--- config.mk ---
export PLATFORM = sky130hd
export DESIGN_NAME = blink_meter
export DESIGN_NICKNAME = d
export VERILOG_FILES = /design/src/rtl/blink_meter_pkg.sv /design/src/rtl/blink_meter_sync_edge.sv /design/src/rtl/blink_meter.sv
export SDC_FILE = /design/constraint.sdc
export NUM_CORES = 1
export LEC_CHECK = 0
export ABC_AREA = 1
export BUFFER_PORTS_ARGS = -buffer_cell sky130_fd_sc_hd__buf_2
export CAP_MARGIN = 0
export CORE_UTILIZATION = 45
export CTS_BUF_LIST = sky130_fd_sc_hd__clkbuf_8
export DETAILED_ROUTE_END_ITERATION = 8
export GPL_TIMING_DRIVEN = 0
export SYNTH_ARGS = -nofsm -noshare
export SYNTH_HDL_FRONTEND = slang
export SYNTH_SLANG_ARGS = --single-unit
--- constraint.sdc ---
create_clock -name clk -period 1.9 [get_ports clk]
set_clock_uncertainty 0.15 [all_clocks]
set_input_delay 0.285 -clock clk [delete_from_list [all_inputs] [get_ports clk]]
set_output_delay 0.285 -clock clk [all_outputs]
set_load 0.01 [all_outputs]
--- src/rtl/blink_meter_pkg.sv ---
// Shared blink-block definitions: measurement FSM states
// and default counter width / stuck timeout.
package blink_meter_pkg;

  typedef enum logic [1:0] {
    WAIT_RISE = 2'd0,
    MEAS_HIGH = 2'd1,
    MEAS_LOW  = 2'd2
  } state_t;

  localparam int DEF_WIDTH   = 30;
  localparam int DEF_TIMEOUT = 1000;

endpackage

--- src/rtl/blink_meter_sync_edge.sv ---
// 2-flop synchronizer plus edge register for an async input.
// Ports: clk, rst, sig_in -> level, rise, fall (all registered-based).
module sync_edge (
  input  logic clk,
  input  logic rst,
  input  logic sig_in,
  output logic level,
  output logic rise,
  output logic fall
);

  logic s1;
  logic s2;
  logic s3;

  always_ff @(posedge clk) begin
    if (rst) begin
      s1 <= 1'b0;
      s2 <= 1'b0;
      s3 <= 1'b0;
    end else begin
      s1 <= sig_in;
      s2 <= s1;
      s3 <= s2;
    end
  end

  assign level = s2;
  assign rise  = s2 & ~s3;
  assign fall  = ~s2 & s3;

endmodule

--- src/rtl/blink_meter.sv ---
// Blink meter: measures period and high time of sig_in, flags stuck input.
// Ports: clk, rst, sig_in -> period_cnt, high_cnt, valid, stuck, stuck_level.
module blink_meter
  import blink_meter_pkg::*;
#(
  parameter int WIDTH   = DEF_WIDTH,
  parameter int TIMEOUT = DEF_TIMEOUT
) (
  input  logic             clk,
  input  logic             rst,
  input  logic             sig_in,
  output logic [WIDTH-1:0] period_cnt,
  output logic [WIDTH-1:0] high_cnt,
  output logic             valid,
  output logic             stuck,
  output logic             stuck_level
);

  localparam logic [WIDTH-1:0] CNT_MAX = '1;
  localparam logic [WIDTH-1:0] CNT_TO  = WIDTH'(TIMEOUT);
  localparam logic [WIDTH-1:0] CNT_ONE = WIDTH'(1);

  logic level;
  logic rise;
  logic fall;

  sync_edge u_sync (
    .clk    (clk),
    .rst    (rst),
    .sig_in (sig_in),
    .level  (level),
    .rise   (rise),
    .fall   (fall)
  );

  state_t           state_q, state_d;
  logic [WIDTH-1:0] cnt_q, cnt_d;
  logic [WIDTH-1:0] high_tmp_q, high_tmp_d;
  logic [WIDTH-1:0] cap_period_q, cap_period_d;
  logic [WIDTH-1:0] cap_high_q, cap_high_d;
  logic             pend_q, pend_d;
  logic             stuck_q, stuck_d;
  logic             slvl_q, slvl_d;

  logic [WIDTH-1:0] cnt_inc;
  logic             timeout;

  // Saturating increment; after an edge-wins at a full-scale
  // timeout the counter must stay >= TIMEOUT, not wrap to 0.
  assign cnt_inc = (cnt_q == CNT_MAX) ? cnt_q : cnt_q + CNT_ONE;
  assign timeout = (cnt_q >= CNT_TO);

  always_comb begin
    state_d      = state_q;
    cnt_d        = cnt_q;
    high_tmp_d   = high_tmp_q;
    cap_period_d = cap_period_q;
    cap_high_d   = cap_high_q;
    pend_d       = 1'b0;
    stuck_d      = stuck_q;
    slvl_d       = slvl_q;
    unique case (state_q)
      WAIT_RISE: begin
        if (rise) begin
          state_d = MEAS_HIGH;
          cnt_d   = CNT_ONE;
          stuck_d = 1'b0;
        end
      end
      MEAS_HIGH: begin
        if (fall) begin
          high_tmp_d = cnt_q;
          cnt_d      = cnt_inc;
          state_d    = MEAS_LOW;
        end else if (timeout) begin
          stuck_d = 1'b1;
          slvl_d  = level;
          cnt_d   = '0;
          state_d = WAIT_RISE;
        end else begin
          cnt_d = cnt_inc;
        end
      end
      MEAS_LOW: begin
        if (rise) begin
          cap_period_d = cnt_q;
          cap_high_d   = high_tmp_q;
          pend_d       = 1'b1;
          cnt_d        = CNT_ONE;
          state_d      = MEAS_HIGH;
        end else if (timeout) begin
          stuck_d = 1'b1;
          slvl_d  = level;
          cnt_d   = '0;
          state_d = WAIT_RISE;
        end else begin
          cnt_d = cnt_inc;
        end
      end
      default: begin
        state_d = WAIT_RISE;
        cnt_d   = '0;
      end
    endcase
  end

  always_ff @(posedge clk) begin
    if (rst) begin
      state_q      <= WAIT_RISE;
      cnt_q        <= '0;
      high_tmp_q   <= '0;
      cap_period_q <= '0;
      cap_high_q   <= '0;
      pend_q       <= 1'b0;
      stuck_q      <= 1'b0;
      slvl_q       <= 1'b0;
    end else begin
      state_q      <= state_d;
      cnt_q        <= cnt_d;
      high_tmp_q   <= high_tmp_d;
      cap_period_q <= cap_period_d;
      cap_high_q   <= cap_high_d;
      pend_q       <= pend_d;
      stuck_q      <= stuck_d;
      slvl_q       <= slvl_d;
    end
  end

  // Output stage: results move out together with valid,
  // one cycle after the closing rise is seen.
  always_ff @(posedge clk) begin
    if (rst) begin
      period_cnt <= '0;
      high_cnt   <= '0;
      valid      <= 1'b0;
    end else begin
      valid <= pend_q;
      if (pend_q) begin
        period_cnt <= cap_period_q;
        high_cnt   <= cap_high_q;
      end
    end
  end

  assign stuck       = stuck_q;
  assign stuck_level = slvl_q;

endmodule

==> impl_metrics.env <==
export IMPL_synthCells=1052
export IMPL_violations="setup timing"
export IMPL_drive_above_1_share_pct=26.9
export IMPL_slowest_stage="dfxtp_2"
export IMPL_drt_initial_drc_count=635
export IMPL_fin_setup_tns_ns=-0.0526
export IMPL_met3_usage_pct=4.69
export IMPL_worstSetupPathType="reg2reg"
export IMPL_worstSetupStartpointType="flip-flop"
export IMPL_cts_root_buf="clkbuf_8"
export IMPL_grt_pass1_wl_mm=36.0
export IMPL_remaining_drc_errors=0
export IMPL_nets=1207
export IMPL_routabilityCongestion=0.926
export IMPL_slew_violations=0
export IMPL_synth_seq_cells=189
export IMPL_place_area_um2=8460
export IMPL_syn2layout_area_growth_pct=24.9
export IMPL_fin_crit_sh_pct=102
export IMPL_ys_warn_count=0
export IMPL_post_place_ws_ns=-0.528
export IMPL_core_um2=16800
export IMPL_clock_sinks=189
export IMPL_cpLargestDelayFamily="simple AND/OR/NAND/NOR gates"
export IMPL_grt_max_degree=20
export IMPL_antenna_left=0
export IMPL_use_met1_pct=36.9
export IMPL_setup_worst_path_end="cnt_q[26]$_SDFFE_PP0P_"
export IMPL_fin_area_um2=9820
export IMPL_grt_busiest_layer="met2"
export IMPL_maxCapViolCount=0
export IMPL_final_common_cell="nor2_1"
export IMPL_crit_arrival_ns=2.10
export IMPL_dp_cells=1337
export IMPL_relSlewSlack_pct=36.6
export IMPL_crit_cells=7
export IMPL_clk_pin_slew_ns=0.11
export IMPL_wl_per_cell_um=16.3
export IMPL_layout_common_cells="nor2_1, dfxtp_1, o21ai_0, nand2_1, a21oi_1"
export IMPL_cts_tree="done"
export IMPL_crit_path_end_kind="flip-flop"
export IMPL_max_stage_delay_ns=0.50
export IMPL_num_vias=7448
export IMPL_avgSynthCellArea_um2=7.47
export IMPL_overflow=0
export IMPL_dieArea_um2=18000
export IMPL_dr_pass1_iters=6
export IMPL_rsz0062_at_grt="true"
export IMPL_path_buf_inv=0
export IMPL_synth_area_um2=7860
export IMPL_power_density_nw_per_um2=723
export IMPL_grt_use_met2_pct=40.5
export IMPL_crit_chain="nand2_2 > nor2_4 > nand3_1 > nor3_1 > nand4_1 > nand4_1 > a21oi_1"
export IMPL_cp_required_ns=2.07
export IMPL_finalHoldViolCount=0
export IMPL_htreeDepth=4
export IMPL_grt_pass1_vias=6742
export IMPL_pin_count=66
export IMPL_reg2reg_from="cnt_q[6]$_SDFFE_PP0P_"
export IMPL_p_leak_uw=0.00434
export IMPL_clock_path_buffers=2
export IMPL_viasPerCell=5.20
export IMPL_clk_latency_ns=0.47
export IMPL_antennaDiodeCount=0
export IMPL_path_common_cell="nand4_1"
export IMPL_irDropWorstVdd_uv=609
export IMPL_path_max_fanout=7
export IMPL_rows=47
export IMPL_rrSetupSlack_ns=-0.03
export IMPL_min_path_type="reg2reg"
export IMPL_r2r_cells=7
export IMPL_instances_no_fill=1431
export IMPL_period_needed_ns=1.93
export IMPL_tightest_slew_ns=0.951
export IMPL_antenna_found_initial=0
export IMPL_timing_final_ws_setup_ns=-0.0342
export IMPL_initial_core_util_pct=46.7
export IMPL_hpwl_mm=16.6
export IMPL_setup_viol=3
export IMPL_die_x_um=134
export IMPL_fmax_ghz=0.517
export IMPL_synth_distinct_cells=38
export IMPL_crit_start="cnt_q[6]$_SDFFE_PP0P_"
export IMPL_numPortBuffers=65
export IMPL_drt_wl_total_mm=23.4
export IMPL_synth_fp_nets=1061
export IMPL_cts_buffers=17
export IMPL_r2r_end="cnt_q[26]$_SDFFE_PP0P_"
export IMPL_outcome="finished, violations left"
export IMPL_p_total_uw=7100
export IMPL_ys_seq_area_share_pct=48.1
export IMPL_die_y_um=134
export IMPL_grt_total_usage_pct=26.0
worst register-to-register path, stage by stage, from the launching register on:
cell	delay, ns
dfxtp_2	0.50
nand2_2	0.13
nor2_4	0.15
nand3_1	0.14
nor3_1	0.42
nand4_1	0.15
nand4_1	0.10
a21oi_1	0.06
logic make-up after synthesis:
kind of cell             count (synthesis)  synth area share (%)
XOR/XNOR                                 6                 0.668
AO/OA/AOI/OAI                          280                  18.6
adder cells (fa/ha/maj)                  6                 0.955
AND/OR/NAND/NOR                        417                  23.7
buffers and inverters                  154                  7.92
flip-flops                             189                  48.1
Yosys cell counts (all sizes together):
| cell | n | area (µm²) |
|---|---|---|
| a21oi | 111 | 593 |
| inv | 86 | 323 |
| a21o | 1 | 7.51 |
| ha | 6 | 75.1 |
| clkbuf | 53 | 199 |
| and3 | 1 | 6.26 |
| o21bai | 2 | 15.0 |
| a31o | 1 | 8.76 |
| or2 | 1 | 6.26 |
| o211ai | 2 | 15.0 |
| o31ai | 1 | 7.51 |
| dfxtp | 189 | 3780 |
| buf | 14 | 96.3 |
| nand2 | 127 | 527 |
| nor2 | 213 | 878 |
| a41oi | 1 | 8.76 |
| o21ai | 161 | 806 |
| xnor2 | 3 | 26.3 |
| xor2 | 3 | 26.3 |
| nand3b | 2 | 15.0 |
| nor3 | 10 | 50.1 |
| nand3 | 41 | 225 |
| nand4 | 22 | 159 |
| clkinv | 1 | 5.00 |
final cells by class:
type,count,area [µm²]
fill,1646,7000
sequential,189,3840
multi-input combinational,709,3710
timing repair buffer,128,842
buffer,66,394
inverter,87,363
tap,220,275
clock buffer,18,248
clock inverter,14,141
flip-flops by register name, indices dropped and copies added (netlist names):
register      cells
cap_high_q       30
cap_period_q     30
cnt_q            30
high_cnt         30
high_tmp_q       30
pend_q            1
period_cnt       30
state_q           2
stuck             1
stuck_level       1
u_sync.level      1
u_sync.s1         1
u_sync.s3         1
valid             1
through the flow:
stage,util [%],hold slack [ns]
global placement,50.3,0.240
detailed placement,50.3,0.247
floorplan,-,0.238
CTS,54.3,0.263
global route,58.4,0.282
finish,58.4,0.259
timing repair:
action                     in CTS  in global routing
setup buffers                  13                 46
hold endpoints to repair        2                  0
pin swaps                       8                 30
gates resized for setup        60                121
setup endpoints to repair     125                115
hold buffers                    2                  0
gates cloned                    0                  2
power breakdown:
| part | total (µW) | switching (µW) | internal, µW |
|---|---|---|---|
| combinational | 496 | 328 | 168 |
| sequential | 3990 | 19.6 | 3970 |
| clock | 2620 | 1610 | 1020 |
routing by layer:
metal  share of wire, %  vias to the layer above
li1                   -                     3735
met2                 45                      212
met4                2.2                        0
met5                  0                        -
met1                 48                     3462
met3                5.3                       39
how the worst min path moves through the flow:
stage | depth (start not counted) | startpoint | endpoint
floorplan | 2 | u_sync.s1$_SDFF_PP0_ | u_sync.level$_SDFF_PP0_
global placement | 2 | u_sync.s1$_SDFF_PP0_ | u_sync.level$_SDFF_PP0_
detailed placement | 2 | u_sync.s1$_SDFF_PP0_ | u_sync.level$_SDFF_PP0_
CTS | 2 | u_sync.s1$_SDFF_PP0_ | u_sync.level$_SDFF_PP0_
global route | 2 | u_sync.s1$_SDFF_PP0_ | u_sync.level$_SDFF_PP0_
finish | 2 | u_sync.s1$_SDFF_PP0_ | u_sync.level$_SDFF_PP0_
(Power assumes the default switching activity.)
